===== config.mk =====
export PLATFORM = sky130hd
export DESIGN_NAME = code_entry_fsm
export DESIGN_NICKNAME = d
export VERILOG_FILES = /design/src/rtl/code_entry_fsm.sv
export SDC_FILE = /design/constraint.sdc
export NUM_CORES = 1
export LEC_CHECK = 0
export ABC_AREA = 1
export CAP_MARGIN = 20
export CORE_MARGIN = 2
export CORE_UTILIZATION = 43
export DETAILED_ROUTE_END_ITERATION = 10
export PLACE_DENSITY_LB_ADDON = 0.12
export SLEW_MARGIN = 20
export SYNTH_ARGS = -nofsm -noshare
export SYNTH_HDL_FRONTEND = slang
export SYNTH_SLANG_ARGS = --single-unit

===== constraint.sdc =====
create_clock -name clk_i -period 2.99 [get_ports clk_i]
set_input_delay 0.4485 -clock clk_i [delete_from_list [all_inputs] [get_ports clk_i]]
set_output_delay 0.4485 -clock clk_i [all_outputs]
set_load 0.1 [all_outputs]

===== src/rtl/code_entry_fsm.sv =====
// ---------------------------------------------------------------------------
// code_entry_fsm
//   Keypad-side front end of a 4-digit BCD combination lock. Digit strobes
//   are collected into four BCD registers. Once four digits are held, the
//   block drives them to an external combinational comparator for a single
//   CHECK cycle. It samples the comparator's equal result there and then
//   sequences the unlock, error and lockout outputs.
//
// Ports
//   clk_i          in   1  system clock, rising edge
//   rst_i          in   1  asynchronous, active-high reset
//   key_valid_i    in   1  one-cycle strobe qualifying key_code_i
//   key_code_i     in   4  key value; 0-9 digits, 10-15 ignored
//   clear_i        in   1  discard partial entry (ENTRY only)
//   equal_i        in   1  comparator result, sampled while compare_en_o=1
//   bcd_0_o..3_o   out  4  digits in the order they were entered
//   compare_en_o   out  1  comparator enable, high only in CHECK
//   digit_count_o  out  3  digits stored so far, 0-4
//   unlock_o       out  1  correct code accepted (HOLD_CYCLES long)
//   error_o        out  1  wrong code entered (HOLD_CYCLES long)
//   lockout_o      out  1  MAX_FAILS consecutive failures (LOCKOUT_CYCLES long)
// ---------------------------------------------------------------------------
module code_entry_fsm #(
  parameter int unsigned HOLD_CYCLES    = 100,
  parameter int unsigned TIMEOUT_CYCLES = 1000,
  parameter int unsigned MAX_FAILS      = 3,
  parameter int unsigned LOCKOUT_CYCLES = 5000
) (
  input  logic       clk_i,
  input  logic       rst_i,
  input  logic       key_valid_i,
  input  logic [3:0] key_code_i,
  input  logic       clear_i,
  input  logic       equal_i,
  output logic [3:0] bcd_0_o,
  output logic [3:0] bcd_1_o,
  output logic [3:0] bcd_2_o,
  output logic [3:0] bcd_3_o,
  output logic       compare_en_o,
  output logic [2:0] digit_count_o,
  output logic       unlock_o,
  output logic       error_o,
  output logic       lockout_o
);

  // One timer is shared by the entry timeout and the three hold phases;
  // size it for the longest of them.
  localparam int unsigned T_MAX_A = (HOLD_CYCLES > TIMEOUT_CYCLES) ? HOLD_CYCLES : TIMEOUT_CYCLES;
  localparam int unsigned T_MAX   = (T_MAX_A > LOCKOUT_CYCLES) ? T_MAX_A : LOCKOUT_CYCLES;
  localparam int unsigned TW      = $clog2(T_MAX + 1);
  localparam int unsigned FW      = $clog2(MAX_FAILS + 1);

  typedef enum logic [2:0] {
    S_ENTRY,
    S_CHECK,
    S_UNLOCKED,
    S_ERROR,
    S_LOCKOUT
  } state_e;

  state_e            state_q,   state_d;
  logic [3:0][3:0]   bcd_q,     bcd_d;
  logic [2:0]        count_q,   count_d;
  logic [TW-1:0]     timer_q,   timer_d;
  logic [FW-1:0]     fail_q,    fail_d;
  logic              unlock_q,  unlock_d;
  logic              error_q,   error_d;
  logic              lockout_q, lockout_d;

  logic key_ok;
  assign key_ok = key_valid_i && (key_code_i <= 4'd9);

  always_comb begin
    // NOTE: every _d gets a default before the case so no path leaves a
    // signal unassigned -- otherwise synthesis infers a latch.
    state_d   = state_q;
    bcd_d     = bcd_q;
    count_d   = count_q;
    timer_d   = timer_q;
    fail_d    = fail_q;
    unlock_d  = 1'b0;
    error_d   = 1'b0;
    lockout_d = 1'b0;

    unique case (state_q)
      S_ENTRY: begin
        if (clear_i) begin
          bcd_d   = '0;
          count_d = '0;
          timer_d = '0;
        end else if (key_ok) begin
          bcd_d[count_q[1:0]] = key_code_i;
          count_d = count_q + 3'd1;
          timer_d = '0;
          if (count_q == 3'd3) state_d = S_CHECK;
        end else if (count_q != 3'd0) begin
          // Timer holds idle cycles since the last accepted digit; the
          // TIMEOUT_CYCLES-th idle edge discards the partial entry.
          if (timer_q == TW'(TIMEOUT_CYCLES - 1)) begin
            bcd_d   = '0;
            count_d = '0;
            timer_d = '0;
          end else begin
            timer_d = timer_q + TW'(1);
          end
        end
      end

      S_CHECK: begin
        timer_d = '0;
        if (equal_i) begin
          fail_d  = '0;
          state_d = S_UNLOCKED;
        end else if (fail_q >= FW'(MAX_FAILS - 1)) begin
          fail_d  = FW'(MAX_FAILS);
          state_d = S_LOCKOUT;
        end else begin
          fail_d  = fail_q + FW'(1);
          state_d = S_ERROR;
        end
      end

      // Output flops follow the state by one edge, so the hold output rises
      // one cycle after entering the state and spans timer 0..HOLD-1.
      S_UNLOCKED, S_ERROR: begin
        if (timer_q == TW'(HOLD_CYCLES)) begin
          state_d = S_ENTRY;
          bcd_d   = '0;
          count_d = '0;
          timer_d = '0;
        end else begin
          unlock_d = (state_q == S_UNLOCKED);
          error_d  = (state_q == S_ERROR);
          timer_d  = timer_q + TW'(1);
        end
      end

      S_LOCKOUT: begin
        if (timer_q == TW'(LOCKOUT_CYCLES)) begin
          state_d = S_ENTRY;
          bcd_d   = '0;
          count_d = '0;
          timer_d = '0;
          fail_d  = '0;
        end else begin
          lockout_d = 1'b1;
          timer_d   = timer_q + TW'(1);
        end
      end

      default: begin
        state_d = S_ENTRY;
        bcd_d   = '0;
        count_d = '0;
        timer_d = '0;
      end
    endcase
  end

  // NOTE: sequential state uses non-blocking assignments so every flop
  // samples its _d from the same pre-edge values.
  always_ff @(posedge clk_i or posedge rst_i) begin
    if (rst_i) begin
      state_q   <= S_ENTRY;
      bcd_q     <= '0;
      count_q   <= '0;
      timer_q   <= '0;
      fail_q    <= '0;
      unlock_q  <= 1'b0;
      error_q   <= 1'b0;
      lockout_q <= 1'b0;
    end else begin
      state_q   <= state_d;
      bcd_q     <= bcd_d;
      count_q   <= count_d;
      timer_q   <= timer_d;
      fail_q    <= fail_d;
      unlock_q  <= unlock_d;
      error_q   <= error_d;
      lockout_q <= lockout_d;
    end
  end

  assign bcd_0_o       = bcd_q[0];
  assign bcd_1_o       = bcd_q[1];
  assign bcd_2_o       = bcd_q[2];
  assign bcd_3_o       = bcd_q[3];
  assign digit_count_o = count_q;
  assign compare_en_o  = (state_q == S_CHECK);
  assign unlock_o      = unlock_q;
  assign error_o       = error_q;
  assign lockout_o     = lockout_q;

endmodule


==> results.md <==
- Final worst-path cycle share: 61.8%
- Initial core utilization: 44.6%
- Initial antenna violation count: 0
- Syn Inst Count: 296
- CP startpoint kind: flip-flop
- Number of remaining DRC errors: 0
- Routed Antenna Nets: 0
- Via count: 1883
- Largest net degree at the start of global routing: 41
- PwrDens: approximately 750 nW/um^2
- Vias per inst: between 4 and 5
- Top-area cell type share of the netlist area: 43.6%
- Max Clock Skew: between 0.007 and 0.008 ns
- Max VDD drop: 473 uV
- Synth Register Bits: 40
- Post-DP HPWL: between 3 and 4 mm
- CP Capture Type: primary output
- Slew headroom: around 66%
- CTS Buf Count: 5
- Hold-fix buffers at CTS: 0
- Clock transition at path regs: 0.09 ns
- Routed wire length: 4.70 mm
- Fin nets: 350
- Drt wl/cell: 11.6 um
- Crit path DAT: approximately 1.4 ns
- Ranking of synthesized cells by area: dfrtp_1, nand2_1, inv_1, nor2_1, ha_1
- Critical Path Source: state_q[2]$_DFFE_PP0P_
- RSZ-0062 raised after global routing: no
- # setup viols final: 0
- Final hold violation count: 0
- CTS HTree Levels: 2
- Most common cell after layout, fill and taps aside: nand2_1
- Die width: 77.0 um
- Commonest non-fill, non-tap cells in the layout: nand2_1, inv_1, dfrtp_1
- CTS Sinks: 40
- Final setup TNS: 0 ns
- Critical Path RT: 2.54 ns
- Worst slew pin tran: 0.507 ns
- Sequential cell area fraction in the yosys report: 43.6%
- Die span in y: roughly 77 um
- Worst-Skew Late Latency: approximately 0.30 ns
- Num ports: 32
- Leak: 0.00141 uW
- Count of pins over their slew limit: 0
- Place WS: 0.935 ns
- Die area: approximately 5900 um^2
- Postcts setup bufs: 0
- Global-route wire length before repair: a little over 8 mm
- CP max FO: 5
- Synthesized area per cell: 7.75 um^2
- Iter 0 DRT Violations: 69
- Post-CTS Resized: 0
- First drt pass iteration count: 4
- Final worst slack: 1.14 ns
- Syn Nets: 312
- Num rows: 26
- CTS tree: yes
- Layout area overhead: 18.9%
- Setup Crit Path Kind: flip-flop to primary output
- CTS Buffer Depth: 2
- Synth cell types: 24
- Antenna cells: 0
- Fmax achieved: 541 MHz
- Status: finished, final reports clean
- Ys Warns: 0
- Port bufs: 31
- Max-Cap Viols: 0
- HP Class: flip-flop to flip-flop
- Reg-to-Reg Start: timer_q[0]$_DFFE_PP0P_
- GRT Util Overall: 17.3%
- Routability cong.: 0.901
- Synthesized area: around 2300 um^2
- Total core area: 5140 um^2
- Clock root buffer: clkbuf_8
- Top cell type by total area after synthesis: dfrtp_1
- Share of cells above drive strength 1: 20.0%
- Vias in the first global route: 1829
- Total gr overflow: 0
- HP Start: state_q[0]$_DFFE_PP0P_
- Tmin final: approximately 1.8 ns
critical path, cell delays in order, from the launching register on:
cell	delay [ns]
dfrtp_1	0.42
nor2_2	0.15
nand2_1	0.14
inv_1	0.10
buf_4	0.29
cell type report:
cell class | count | area (um^2)
Multi-Input combinational cell | 208 | 1100
Timing Repair Buffer | 32 | 260
Clock inverter | 2 | 15.0
Tap cell | 70 | 87.6
Clock buffer | 6 | 82.6
Fill cell | 513 | 2410
Sequential cell | 40 | 1000
Inverter | 47 | 181
final timing paths:
path | to | slack (ns) | cells after the start
worst max-delay path | compare_en_o | 1.14 | 4
worst min-delay path | unlock_o$_DFF_PP0_ | 0.47 | 1
worst max register to register | bcd_0_o[0]$_DFFE_PP0P_ | 1.23 | 11
worst min register to register | unlock_o$_DFF_PP0_ | 0.47 | 1
max in group asynchronous | digit_count_o[2]$_DFFE_PP0P_ | 2.06 | 3
min in group asynchronous | state_q[0]$_DFFE_PP0P_ | 0.58 | 3
report_power, final:
| part | internal [uW] | switching [uW] |
|---|---|---|
| clock | 187 | 205 |
| combinational | 228 | 726 |
| sequential | 633 | 74.2 |
| total | 1050 | 1000 |
sequential cells by signal (all words and copies together) (netlist names):
name and cells:
timer_q 13, lockout_o 1, error_o 1, fail_q 2, bcd_3_o 4, unlock_o 1, bcd_2_o 4, bcd_1_o 4
digit_count_o 3, bcd_0_o 4, state_q 3
layer usage:
layer  vias to the layer above  routed length, um  track usage, %
met2                        42               2060            26.5
met3                         6                226            4.00
li1                        982                  -               -
met5                         -                  0               0
met1                       853               2340            24.3
met4                         0                 65            5.89
cells in the mapped netlist:
cell type,n
nand2_1,97
inv_1,44
dfrtp_1,40
nor2_1,26
nand3_1,12
o21ai_0,12
nor2_2,10
ha_1,7
nand2_2,7
xor2_1,7
nand3_2,5
nor2_4,5
nand4_1,4
a21oi_1,3
nand2_4,3
nor3_1,3
o21ai_1,3
inv_2,2
buf_6,1
inv_6,1
nand3_4,1
nand3b_1,1
nor2_8,1
o31ai_1,1
kinds of logic (layout without fill, tap and decap cells):
family / after synthesis / count (layout) / share of synthesized area [%]
AO/OA/AOI/OAI: 19 / 19 / 4.26
AND/OR/NAND/NOR: 175 / 175 / 37.2
adder cells (fa/ha/maj): 7 / 7 / 3.82
buffers and inverters: 48 / 87 / 8.40
XOR/XNOR: 7 / 7 / 2.67
flip-flops: 40 / 40 / 43.6
metrics by stage:
step / area, um^2 / total power [uW] / cells / util [%] / hold WS (ns)
6_report: 2730 / 2050 / 405 / 53.1 / 0.471
5_1_grt: 2730 / 2180 / 405 / 53.1 / 0.489
4_1_cts: 2730 / 2070 / 405 / 53.1 / 0.473
3_5_place_dp: 2630 / 1680 / 397 / 51.2 / 0.459
3_3_place_gp: 2630 / 1670 / 397 / 51.2 / 0.457
2_1_floorplan: 2290 / 1480 / 296 / - / 0.424
(Power assumes the default switching activity.)
